**src/rtl/div_pkg.sv**
```systemverilog
// Shared definitions for the sequential divider: FSM states, adder/subtractor
// op encodings and the divide-by-zero quotient fill.
package div_pkg;

  typedef enum logic [1:0] {
    IDLE = 2'd0,
    CALC = 2'd1,
    DONE = 2'd2
  } state_t;

  localparam logic OP_ADD = 1'b0;
  localparam logic OP_SUB = 1'b1;

  // Quotient reported for a zero divisor is this bit replicated to full width.
  localparam logic DIV0_Q_BIT = 1'b1;

endpackage

```
**src/rtl/seq_divider_if.sv**
```systemverilog
// Request/response bundle of the sequential divider; master launches divisions,
// slave (the divider) returns status and results.
interface seq_divider_if #(
  parameter int unsigned WIDTH = 8
);
  logic             start;
  logic [WIDTH-1:0] dividend;
  logic [WIDTH-1:0] divisor;
  logic             busy;
  logic             done;
  logic [WIDTH-1:0] quotient;
  logic [WIDTH-1:0] remainder;
  logic             div_by_zero;

  modport master (
    output start, dividend, divisor,
    input  busy, done, quotient, remainder, div_by_zero
  );

  modport slave (
    input  start, dividend, divisor,
    output busy, done, quotient, remainder, div_by_zero
  );
endinterface

```
**src/rtl/adder_subtractor.sv**
```systemverilog
// Generic W-bit adder/subtractor: result = a + b (op=OP_ADD) or a - b (op=OP_SUB),
// with two's complement overflow flag.
module adder_subtractor
  import div_pkg::*;
#(
  parameter int unsigned W = 9
) (
  input  logic [W-1:0] a,
  input  logic [W-1:0] b,
  input  logic         op,
  output logic [W-1:0] result,
  output logic         overflow
);
  logic [W-1:0] b_eff;
  logic [W-1:0] carry_in;

  always_comb begin
    b_eff    = (op == OP_SUB) ? ~b : b;
    carry_in = {{(W-1){1'b0}}, op};
    result   = a + b_eff + carry_in;
    overflow = (a[W-1] == b_eff[W-1]) && (result[W-1] != a[W-1]);
  end
endmodule

```
**src/rtl/seq_divider.sv**
```systemverilog
// Multi-cycle restoring divider, one quotient bit per clock.
// Define SEQ_DIVIDER_SIGNED_EN for two's complement operands.
module seq_divider
  import div_pkg::*;
#(
  parameter int unsigned WIDTH = 8
) (
  input  logic          clk,
  input  logic          rst_n,
  seq_divider_if.slave  bus
);
  localparam int unsigned   CW   = $clog2(WIDTH);
  localparam logic [CW-1:0] LAST = CW'(WIDTH - 1);

  state_t           state, next_state;
  logic [CW-1:0]    cnt;
  logic [WIDTH-1:0] dq;
  logic [WIDTH-1:0] dvs;
  logic [WIDTH-1:0] rem;
  logic [WIDTH-1:0] quotient_q;
  logic [WIDTH-1:0] remainder_q;
  logic             dbz_q;

  logic             accept;
  logic             finish;
  logic             zero_div;
  logic [WIDTH-1:0] a_mag;
  logic [WIDTH-1:0] b_mag;

  logic [WIDTH:0]   partial;
  logic [WIDTH:0]   diff;
  logic             take;
  logic [WIDTH-1:0] rem_nxt;
  logic [WIDTH-1:0] dq_nxt;
  logic [WIDTH-1:0] q_fix;
  logic [WIDTH-1:0] r_fix;
  logic             sub_ovf_unused;

  assign zero_div = (bus.divisor == '0);

  always_ff @(posedge clk or negedge rst_n) begin
    if (!rst_n) state <= IDLE;
    else        state <= next_state;
  end

  always_comb begin
    next_state = state;
    accept     = 1'b0;
    finish     = 1'b0;
    unique case (state)
      IDLE, DONE: begin
        if (bus.start) begin
          accept     = 1'b1;
          next_state = zero_div ? DONE : CALC;
        end else begin
          next_state = IDLE;
        end
      end
      CALC: begin
        if (cnt == LAST) begin
          finish     = 1'b1;
          next_state = DONE;
        end
      end
      default: next_state = IDLE;
    endcase
  end

  // Dividend register doubles as the quotient shift register: its MSB feeds the
  // partial remainder while each new quotient bit enters at the LSB.
  always_comb begin
    partial = {rem, dq[WIDTH-1]};
    take    = ~diff[WIDTH];
    rem_nxt = take ? diff[WIDTH-1:0] : partial[WIDTH-1:0];
    dq_nxt  = {dq[WIDTH-2:0], take};
  end

  adder_subtractor #(
    .W (WIDTH + 1)
  ) u_addsub (
    .a        (partial),
    .b        ({1'b0, dvs}),
    .op       (OP_SUB),
    .result   (diff),
    .overflow (sub_ovf_unused)
  );

`ifdef SEQ_DIVIDER_SIGNED_EN
  logic q_neg;
  logic r_neg;

  always_comb begin
    a_mag = bus.dividend[WIDTH-1] ? -bus.dividend : bus.dividend;
    b_mag = bus.divisor[WIDTH-1]  ? -bus.divisor  : bus.divisor;
    q_fix = q_neg ? -dq_nxt  : dq_nxt;
    r_fix = r_neg ? -rem_nxt : rem_nxt;
  end

  always_ff @(posedge clk or negedge rst_n) begin
    if (!rst_n) begin
      q_neg <= 1'b0;
      r_neg <= 1'b0;
    end else if (accept && !zero_div) begin
      q_neg <= bus.dividend[WIDTH-1] ^ bus.divisor[WIDTH-1];
      r_neg <= bus.dividend[WIDTH-1];
    end
  end
`else
  always_comb begin
    a_mag = bus.dividend;
    b_mag = bus.divisor;
    q_fix = dq_nxt;
    r_fix = rem_nxt;
  end
`endif

  always_ff @(posedge clk or negedge rst_n) begin
    if (!rst_n) begin
      cnt         <= '0;
      dq          <= '0;
      dvs         <= '0;
      rem         <= '0;
      quotient_q  <= '0;
      remainder_q <= '0;
      dbz_q       <= 1'b0;
    end else if (accept) begin
      cnt   <= '0;
      dbz_q <= 1'b0;
      if (zero_div) begin
        quotient_q  <= {WIDTH{DIV0_Q_BIT}};
        remainder_q <= bus.dividend;
        dbz_q       <= 1'b1;
      end else begin
        dq  <= a_mag;
        dvs <= b_mag;
        rem <= '0;
      end
    end else if (state == CALC) begin
      cnt <= cnt + 1'b1;
      dq  <= dq_nxt;
      rem <= rem_nxt;
      if (finish) begin
        quotient_q  <= q_fix;
        remainder_q <= r_fix;
      end
    end
  end

  assign bus.busy        = (state == CALC);
  assign bus.done        = (state == DONE);
  assign bus.quotient    = quotient_q;
  assign bus.remainder   = remainder_q;
  assign bus.div_by_zero = dbz_q;

endmodule

```
**src/flat_wrapper.sv**
```systemverilog
// flat-port wrapper written by rule: the top's interface ports become plain ports
module seq_divider_flat import div_pkg::*;
#(
  parameter int unsigned WIDTH = 8
)
  (clk, rst_n, bus_start, bus_dividend, bus_divisor, bus_busy, bus_done, bus_quotient, bus_remainder, bus_div_by_zero);
  seq_divider_if #(.WIDTH(WIDTH)) bus_i ();
  input  logic clk;
  input  logic rst_n;
  input wire logic [$bits(bus_i.start)-1:0] bus_start;
  input wire logic [$bits(bus_i.dividend)-1:0] bus_dividend;
  input wire logic [$bits(bus_i.divisor)-1:0] bus_divisor;
  output wire logic [$bits(bus_i.busy)-1:0] bus_busy;
  output wire logic [$bits(bus_i.done)-1:0] bus_done;
  output wire logic [$bits(bus_i.quotient)-1:0] bus_quotient;
  output wire logic [$bits(bus_i.remainder)-1:0] bus_remainder;
  output wire logic [$bits(bus_i.div_by_zero)-1:0] bus_div_by_zero;
  assign bus_i.start = bus_start;
  assign bus_i.dividend = bus_dividend;
  assign bus_i.divisor = bus_divisor;
  assign bus_busy = bus_i.busy;
  assign bus_done = bus_i.done;
  assign bus_quotient = bus_i.quotient;
  assign bus_remainder = bus_i.remainder;
  assign bus_div_by_zero = bus_i.div_by_zero;
  seq_divider #(.WIDTH(WIDTH)) u_core (.clk(clk), .rst_n(rst_n), .bus(bus_i));
endmodule
```
**config.mk**
```make
export PLATFORM = sky130hd
export DESIGN_NAME = seq_divider_flat
export DESIGN_NICKNAME = d
export VERILOG_FILES = /design/src/rtl/div_pkg.sv /design/src/rtl/seq_divider_if.sv /design/src/rtl/adder_subtractor.sv /design/src/rtl/seq_divider.sv /design/src/flat_wrapper.sv
export SDC_FILE = /design/constraint.sdc
export NUM_CORES = 1
export LEC_CHECK = 0
export BUFFER_PORTS_ARGS = -buffer_cell sky130_fd_sc_hd__buf_2
export CORE_MARGIN = 2
export CORE_UTILIZATION = 54
export DETAILED_ROUTE_END_ITERATION = 10
export PLACE_DENSITY_LB_ADDON = 0.25
export REMOVE_ABC_BUFFERS = 1
export SKIP_CTS_REPAIR_TIMING = 1
export SLEW_MARGIN = 15
export SYNTH_ARGS = -nofsm -noshare
export SYNTH_HDL_FRONTEND = slang
export SYNTH_HIERARCHICAL = 1
export SYNTH_SLANG_ARGS = --single-unit
export TNS_END_PERCENT = 30
```
**constraint.sdc**
```tcl
create_clock -name clk -period 7.8 [get_ports clk]
set_clock_uncertainty 0.15 [all_clocks]
set_input_delay 0.78 -clock clk [delete_from_list [all_inputs] [get_ports clk]]
set_output_delay 0.78 -clock clk [all_outputs]
set_load 0.01 [all_outputs]
```
; Yosys cells after proc, flatten, opt, wreduce, memory -nomap -nowiden
; Index checks and enable logic that the tools add are counted.
[totals]
ff_bits = 46
inputBits = 19
output_inout_bits = 19
elab_cells = 54
[classes]
add_sub_neg = 3
n_eq_ne = 6
n_mux = 26
bitwise = 3
n_reduce_logical = 8
[ops]
columns = operator, n
row1 = 2-to-1 mux 8 bit, 15
row2 = adder 9 x 1 -> 9 bit (second input constant), 1
row3 = adder 9 bit, 1
row4 = NOT 8 -> 9 bit, 1
row5 = zero test 8 bit, 1
row6 = 2-to-1 mux 2 bit, 3
row7 = 2-to-1 mux 3 bit, 2
row8 = 2-to-1 mux 1 bit, 5
row9 = != test 2 bit (second input constant), 2
row10 = one-hot mux 2 bit (2 select lines), 1
row11 = AND reduction 2 bit, 2
row12 = nonzero test 2 bit, 2
row13 = adder 3 x 1 -> 3 bit (second input constant), 1
row14 = == test 3 bit (second input constant), 1
row15 = AND reduction 3 bit, 1
row16 = == test 2 x 1 -> 1 bit (second input constant), 1
row17 = == test 2 bit (second input constant), 1
row18 = zero test 2 bit, 1
row19 = != test 2 x 1 -> 1 bit (second input constant), 1
row20 = NOT 1 bit, 2
row21 = OR reduction 2 bit, 1

; Longest topological paths before layout
; Gate-level depths: netlist of run 1.
[depth]
ltp_word = 7
ltp_mapped = 12
ltp_nobuf = 10

; Hierarchy
; Netlist of run 1, hierarchy kept.
[modules_own_cells]
columns = mod, n_inst, cells_per_inst, area_per_inst_um2, seq_area_each_um2
row1 = seq_divider, 1, 183, 2053.2, 1151.1
row2 = adder_subtractor, 1, 64, 491.7, 0.0

; Least setup slack after synthesis of run 1
; No wires, ideal clock.
[synth_timing]
path_type = register to register
from = reg u_core.dvs[1]
to = reg u_core.remainder_q[2], in the netlist u_core/bus.remainder[2]
setup_ps = 125
t_arrival_ps = 2764
required_ps = 7525
setup_slack_ps = 4761
path_stages_with_launch = 12
path_buffers = 1
synth_period_minus_slack_ps = 3039
path_cell_list = dfrtp_1 -> xor2_1 -> inv_1 -> fa_1 -> nand2b_1 -> a21oi_1 -> a41oi_1 -> xnor2_1 -> clkbuf_1 -> mux2i_1 -> a21oi_1 -> mux2_2
[synth_via]
elab_chain_cells = 7
[synth_lines]
columns = element, line_no
row1 = "start, declared", seq_divider.sv:18  ; logic [WIDTH-1:0] dvs;
row2 = "start signal, assigned", seq_divider.sv:135  ; dvs <= b_mag;
row3 = NOT 8 -> 9 bit, adder_subtractor.sv:18  ; b_eff = (op == OP_SUB) ? ~b : b;
row4 = adder 9 bit, adder_subtractor.sv:20  ; result = a + b_eff + carry_in;
row5 = adder 9 x 1 -> 9 bit, adder_subtractor.sv:20
row6 = net u_core.diff[8], seq_divider.sv:31  ; logic [WIDTH:0] diff;
row7 = 2-to-1 mux 8 bit, seq_divider.sv:74  ; rem_nxt = take ? diff[WIDTH-1:0] : partial[WIDTH-1:0];
row8 = 2-to-1 mux 8 bit, seq_divider.sv:142  ; if (finish) begin
row9 = 2-to-1 mux 8 bit, seq_divider.sv:138  ; end else if (state == CALC) begin
row10 = 2-to-1 mux 8 bit, seq_divider.sv:126  ; end else if (accept) begin
row11 = "end signal, assigned", seq_divider.sv:131  ; remainder_q <= bus.dividend;
row12 = "end signal, assigned", seq_divider.sv:144  ; remainder_q <= r_fix;
row13 = "end, declared", seq_divider.sv:21  ; logic [WIDTH-1:0] remainder_q;
; The timed path passes the listed nets, and every way through them passes these cells. The select of a mux whose other input is x is not followed.
; A chain may end at the register's enable or synchronous reset.

; Worst setup path after layout of run 1
; Same ends and word-level chain as after synthesis.

==> impl_metrics.csv, run 1 <==
group,metric,value,unit
floorplanning,die_area,0.00526,mm2
power,power,1.49,mW
route,drc,0,
timing,setup_tns,0,ns
floorplanning,num_io_pins,38,
critical_path,path_class,"reg2reg",
timing,fin_crit,3.32,ns
critical_path,r2r_slack,4.48,ns
clock_tree,cts_sinks,46,
floorplanning,coreArea,0.00444,mm2
layout,n_antenna_cell,0,
logic_synthesis,ys_warn_count,6,
flow_run,drv_cap,0,
route,detail_route.iter0.violations,210,
floorplanning,num_rows,24,
timing,drv_slew,0,
global_route,grt_overflow,0,
layout,finish.utilization,64.1,%
logic_synthesis,synth_cells,246,
timing,max_slew_margin,51.7,%
hold_path,hp-class,"in2async",
power,leakage,1.36,nW
timing,fin_crit_sh,42.5,%
timing,finalHoldViolCount,0,
clock_tree,path_clk_slew,0.09,ns
timing,clock.fmax,0.302,GHz
critical_path,cp_max_fo,10,
route,vias,1894,
place,dpl.hpwl,3550,um
global_route,antenna_found_initial,0,
layout,layout-drive-gt1-share,26.1,%
global_route,grt_usage,22.0,%
critical_path,r2r-start,"u_core/dvs[1]",
clock_tree,cts_tree,"yes",
clock_tree,ctsLongestPathBuffers,2,
route,drtPass1Iterations,4,
route,totalWireLength,5140,um
layout,num-nets-final,308,
power,irDropWorstVdd,0.303,mV
floorplanning,initial_core_util,57.0,%
global_route,first_global_vias,1919,
status,outcome,"finished, final reports clean",
clock_tree,numCtsBuffers,5,
clock_tree,clkLatencyLatePin,0.29,ns
timing,rsz0062_at_grt,"false",
critical_path,arrival,3.35,ns
logic_synthesis,syn_avg_cell_area,10.3,um2
layout,areaGrowthSynthToFinish,12.4,%
place,gp_congestion,0.765,
route,wire_per_inst,15.5,um
layout,stdcell_count,332,
critical_path,r2r_end,"u_core/bus.remainder[2]",
clock_tree,htree_levels,2,
global_route,grt_pass1_wl,8960,um
critical_path,worstRegToRegCells,10,
critical_path,crit_required,7.84,ns
place,numPlacedInstances,324,
global_route,grt_max_degree,47,
timing,whs,0.326,ns
clock_tree,clockRootBuffer,"clkbuf_8",
place,port_buffers,37,
floorplanning,fp.dieW,72.5,um
timing,tightest_slew,0.720,ns
route,antenna_left,0,
power,p_per_area,523,mW/mm2
route,viasPerCell,5.70,
critical_path,setup.worst_path.end_class,"flip-flop",
timing,finalSetupViolCount,0,
critical_path,start_kind,"flip-flop",
floorplanning,die_h,72.5,um
logic_synthesis,synth_area,0.00253,mm2
[state kept, by name, summed over array words and instances (netlist names)]
register / flops
u_core/bus.quotient: 8
u_core/dq: 8
u_core/cnt: 3
u_core/rem: 8
u_core/dvs: 8
u_core/state: 2
u_core/bus.remainder: 8
u_core/bus.div_by_zero: 1
[routing by layer]
layer  global-route usage (%)  vias to the layer above  routed length (um)
met4                     7.20                        0                  85
met1                     29.1                      913                2360
met2                     36.6                       53                2430
met5                        0                        -                   0
li1                         -                      922                   -
met3                     4.31                        6                 264
[worst max path at each step]
stage	start	to	slack, ns	depth (start not counted)
5_1_grt	u_core/dvs[1]	u_core/bus.remainder[2]	4.22	10
4_1_cts	u_core/dvs[1]	u_core/bus.remainder[2]	4.16	10
2_1_floorplan	u_core/dvs[1]	u_core/bus.remainder[0]	4.59	10
6_report	u_core/dvs[1]	u_core/bus.remainder[2]	4.48	10
3_5_place_dp	u_core/dvs[1]	u_core/bus.remainder[2]	4.18	10
3_3_place_gp	u_core/dvs[1]	u_core/bus.remainder[2]	4.26	10
[report_power, final]
part	internal, mW	switching [mW]
logic	0.412	0.466
registers	0.360	0.0755
clock network	0.0956	0.0807
total	0.868	0.622
[layout by cell type, fill, tap and decap left out, types with 4 or more instances in the layout]
cell,count
dfrtp_1,46
buf_2,36
a21oi_1,28
nor2_1,25
mux2_2,16
mux2i_1,15
nand2_1,13
xor2_1,10
ha_1,9
o22ai_1,8
inv_1,7
nor3_1,7
o21ai_0,6
clkbuf_8,5
nand2b_1,4
nand3_1,4
[worst max-delay path, cell delays in order (launching register included)]
cell and delay [ns]:
dfrtp_1 0.39, xor2_1 0.19, inv_1 0.08, fa_1 0.43, nand2b_1 0.16, a21oi_1 0.25
a41oi_1 0.22, xnor2_2 0.63, mux2i_1 0.34, a21oi_1 0.11, mux2_2 0.27
[area by class of cell]
class / count / area [um2]
Inverter: 7 / 26.3
Multi-Input combinational cell: 180 / 1290
Tap cell: 52 / 65.1
Timing Repair Buffer: 39 / 203
Fill cell: 376 / 1600
Clock inverter: 2 / 37.5
Sequential cell: 46 / 1150
Clock buffer: 6 / 72.6
[per-stage QoR]
step	setup slack, ns	cell area, um2
after floorplan	4.59	2460
after global placement	4.26	2730
after detailed placement	4.18	2730
after CTS	4.16	2840
after global routing	4.22	2850
final	4.48	2850
(Power assumes the default switching activity.)
==> inputs of run 2 (changes only) <==
--- a/config.mk
+++ b/config.mk
@@ -5,6 +5,7 @@
 export SDC_FILE = /design/constraint.sdc
 export NUM_CORES = 1
 export LEC_CHECK = 0
+export ABC_AREA = 1
 export BUFFER_PORTS_ARGS = -buffer_cell sky130_fd_sc_hd__buf_2
 export CORE_MARGIN = 2
 export CORE_UTILIZATION = 54
==> constraint.sdc (replaced) <==
create_clock -name clk -period 3.3 [get_ports clk]
set_clock_uncertainty 0.15 [all_clocks]
set_input_delay 0.33 -clock clk [delete_from_list [all_inputs] [get_ports clk]]
set_output_delay 0.33 -clock clk [all_outputs]
set_load 0.01 [all_outputs]
==> run 2 against run 1 <==
Synthesized cell count grew 56%. Cell count grew 46%. Critical path depth grew 9. Sequential power grew 130%. Sequential cell count is the same. Fmax grew 22%.
==> impl_metrics.csv, run 2 <==
group,metric,value,unit
status,outcome,"finished, final reports clean",
power,p_per_area,1080,mW/mm2
route,vias,2430,
floorplanning,die_h,75.3,um
route,totalWireLength,6010,um
place,port_buffers,37,
power,pwr-share-comb,57.3,%
timing,whs,0.0299,ns
clock_tree,clkLatencyLatePin,0.31,ns
floorplanning,coreArea,0.00482,mm2
global_route,first_global_vias,2323,
critical_path,start_kind,"flip-flop",
floorplanning,num_io_pins,38,
layout,stdcell_count,486,
logic_synthesis,syn_avg_cell_area,7.15,um2
route,wire_per_inst,12.4,um
clock_tree,cts_tree,"yes",
route,drc,0,
global_route,grt_usage,23.7,%
place,gp_congestion,0.846,
timing,tightest_slew,1.01,ns
power,leakage,1.87,nW
timing,clock.fmax,0.367,GHz
place,pre_cts_ws,0.605,ns
route,drtPass1Iterations,4,
clock_tree,cts_sinks,46,
logic_synthesis,ys_warn_count,6,
timing,finalHoldViolCount,0,
floorplanning,die_area,0.00567,mm2
flow_run,drv_cap,0,
place,place_area,0.00295,mm2
timing,setup_tns,0,ns
timing,worst_slack,0.577,ns
route,detail_route.iter0.violations,176,
power,irDropWorstVdd,0.525,mV
critical_path,path_class,"reg2reg",
layout,layout-drive-gt1-share,14.8,%
power,internal-power,1.75,mW
place,dpl.hpwl,4220,um
floorplanning,fp.dieW,75.3,um
floorplanning,initial_core_util,57.0,%
layout,final_common_cell,"nand2_1",
timing,drv_slew,0,
clock_tree,htree_levels,2,
power,clkPwrFrac,13.1,%
timing,fin_crit_sh,82.5,%
layout,areaGrowthSynthToFinish,11.6,%
power,swShare,47.3,%
layout,n_antenna_cell,0,
layout,fillers,446,
layout,num-nets-final,447,
global_route,grt_pass1_wl,10200,um
critical_path,arrival,2.77,ns
timing,fin_crit,2.72,ns
critical_path,cp_max_fo,10,
floorplanning,num_rows,25,
route,viasPerCell,5.00,
layout,finish.utilization,63.6,%
global_route,antenna_found_initial,0,
power,p_sw,1.57,mW
critical_path,crit_required,3.35,ns
logic_synthesis,synth_area,0.00274,mm2
layout,mostFrequentLayoutCells,"nand2_1 (183), dfrtp_1 (46), buf_2 (37)",
timing,finalSetupViolCount,0,
layout,finalInstanceArea,0.00306,mm2
power,power_frac_seq,29.7,%
clock_tree,numCtsBuffers,5,
clock_tree,clockRootBuffer,"clkbuf_8",
global_route,grt_max_degree,47,
timing,rsz0062_at_grt,"false",
critical_path,setup.worst_path.end_class,"flip-flop",
route,antenna_left,0,
place,numPlacedInstances,478,
timing,max_slew_margin,32.8,%
power,power,3.32,mW
clock_tree,path_clk_slew,0.09,ns
global_route,grt_overflow,0,
hold_path,hp-class,"in2async",
logic_synthesis,synth_cells,384,
clock_tree,ctsLongestPathBuffers,2,
run 2: power by group through the flow:
stage / Combinational, mW / Clock [mW] / Sequential (mW)
CTS: 1.90 / 0.444 / 0.985
global placement: 1.83 / 0 / 0.991
detailed placement: 1.88 / 0 / 0.997
floorplan: 1.39 / 0 / 1.01
finish: 1.90 / 0.434 / 0.983
global route: 2.20 / 0.463 / 1.02
run 2: metal layers:
| metal | GRT usage (%) | part of all wire, % | vias to the layer above |
|---|---|---|---|
| met4 | 7.60 | 1.1 | 0 |
| met2 | 40.4 | 49 | 48 |
| met1 | 30.4 | 46 | 1136 |
| met5 | 0 | 0 | - |
| met3 | 4.69 | 4.3 | 8 |
| li1 | - | - | 1238 |
run 2: cell type report:
type / instances / area (um2) / area share (%)
Clock inverter: 3 / 43.8 / 1.43
Sequential cell: 46 / 1150 / 37.6
Timing Repair Buffer: 38 / 193 / 6.29
Inverter: 42 / 158 / 5.15
Clock buffer: 5 / 68.8 / 2.25
Multi-Input combinational cell: 285 / 1360 / 44.5
Tap cell: 67 / 83.8 / 2.74
run 2: path summary, 6_finish.rpt:
kind / startpoint / to / slack, ns / cells past startpoint
setup / recovery: u_core/dvs[0] / u_core/bus.remainder[0] / 0.58 / 19
hold / removal: rst_n / u_core/dvs[6] / 0.03 / 1
setup reg to reg: u_core/dvs[0] / u_core/bus.remainder[0] / 0.58 / 19
hold reg to reg: u_core/cnt[0] / u_core/cnt[0] / 0.35 / 1
max in group asynchronous: rst_n / u_core/dvs[4] / 2.33 / 1
min in group clk: bus_divisor[7] / u_core/dvs[7] / 0.08 / 3
run 2: critical path, cell delays in order (launching register included):
cell      delay (ns)
dfrtp_1         0.42
inv_1           0.11
nand2_4         0.05
nand2_4         0.05
inv_1           0.05
fa_1            0.40
inv_1           0.07
nand2_1         0.04
nand2_1         0.09
nand3_1         0.10
nand2_1         0.08
nand2_1         0.04
nand2_1         0.23
clkinv_1        0.28
nand2_1         0.11
nand2_1         0.05
nand2_1         0.08
o21ai_0         0.08
nand2_1         0.08
nand2_1         0.05
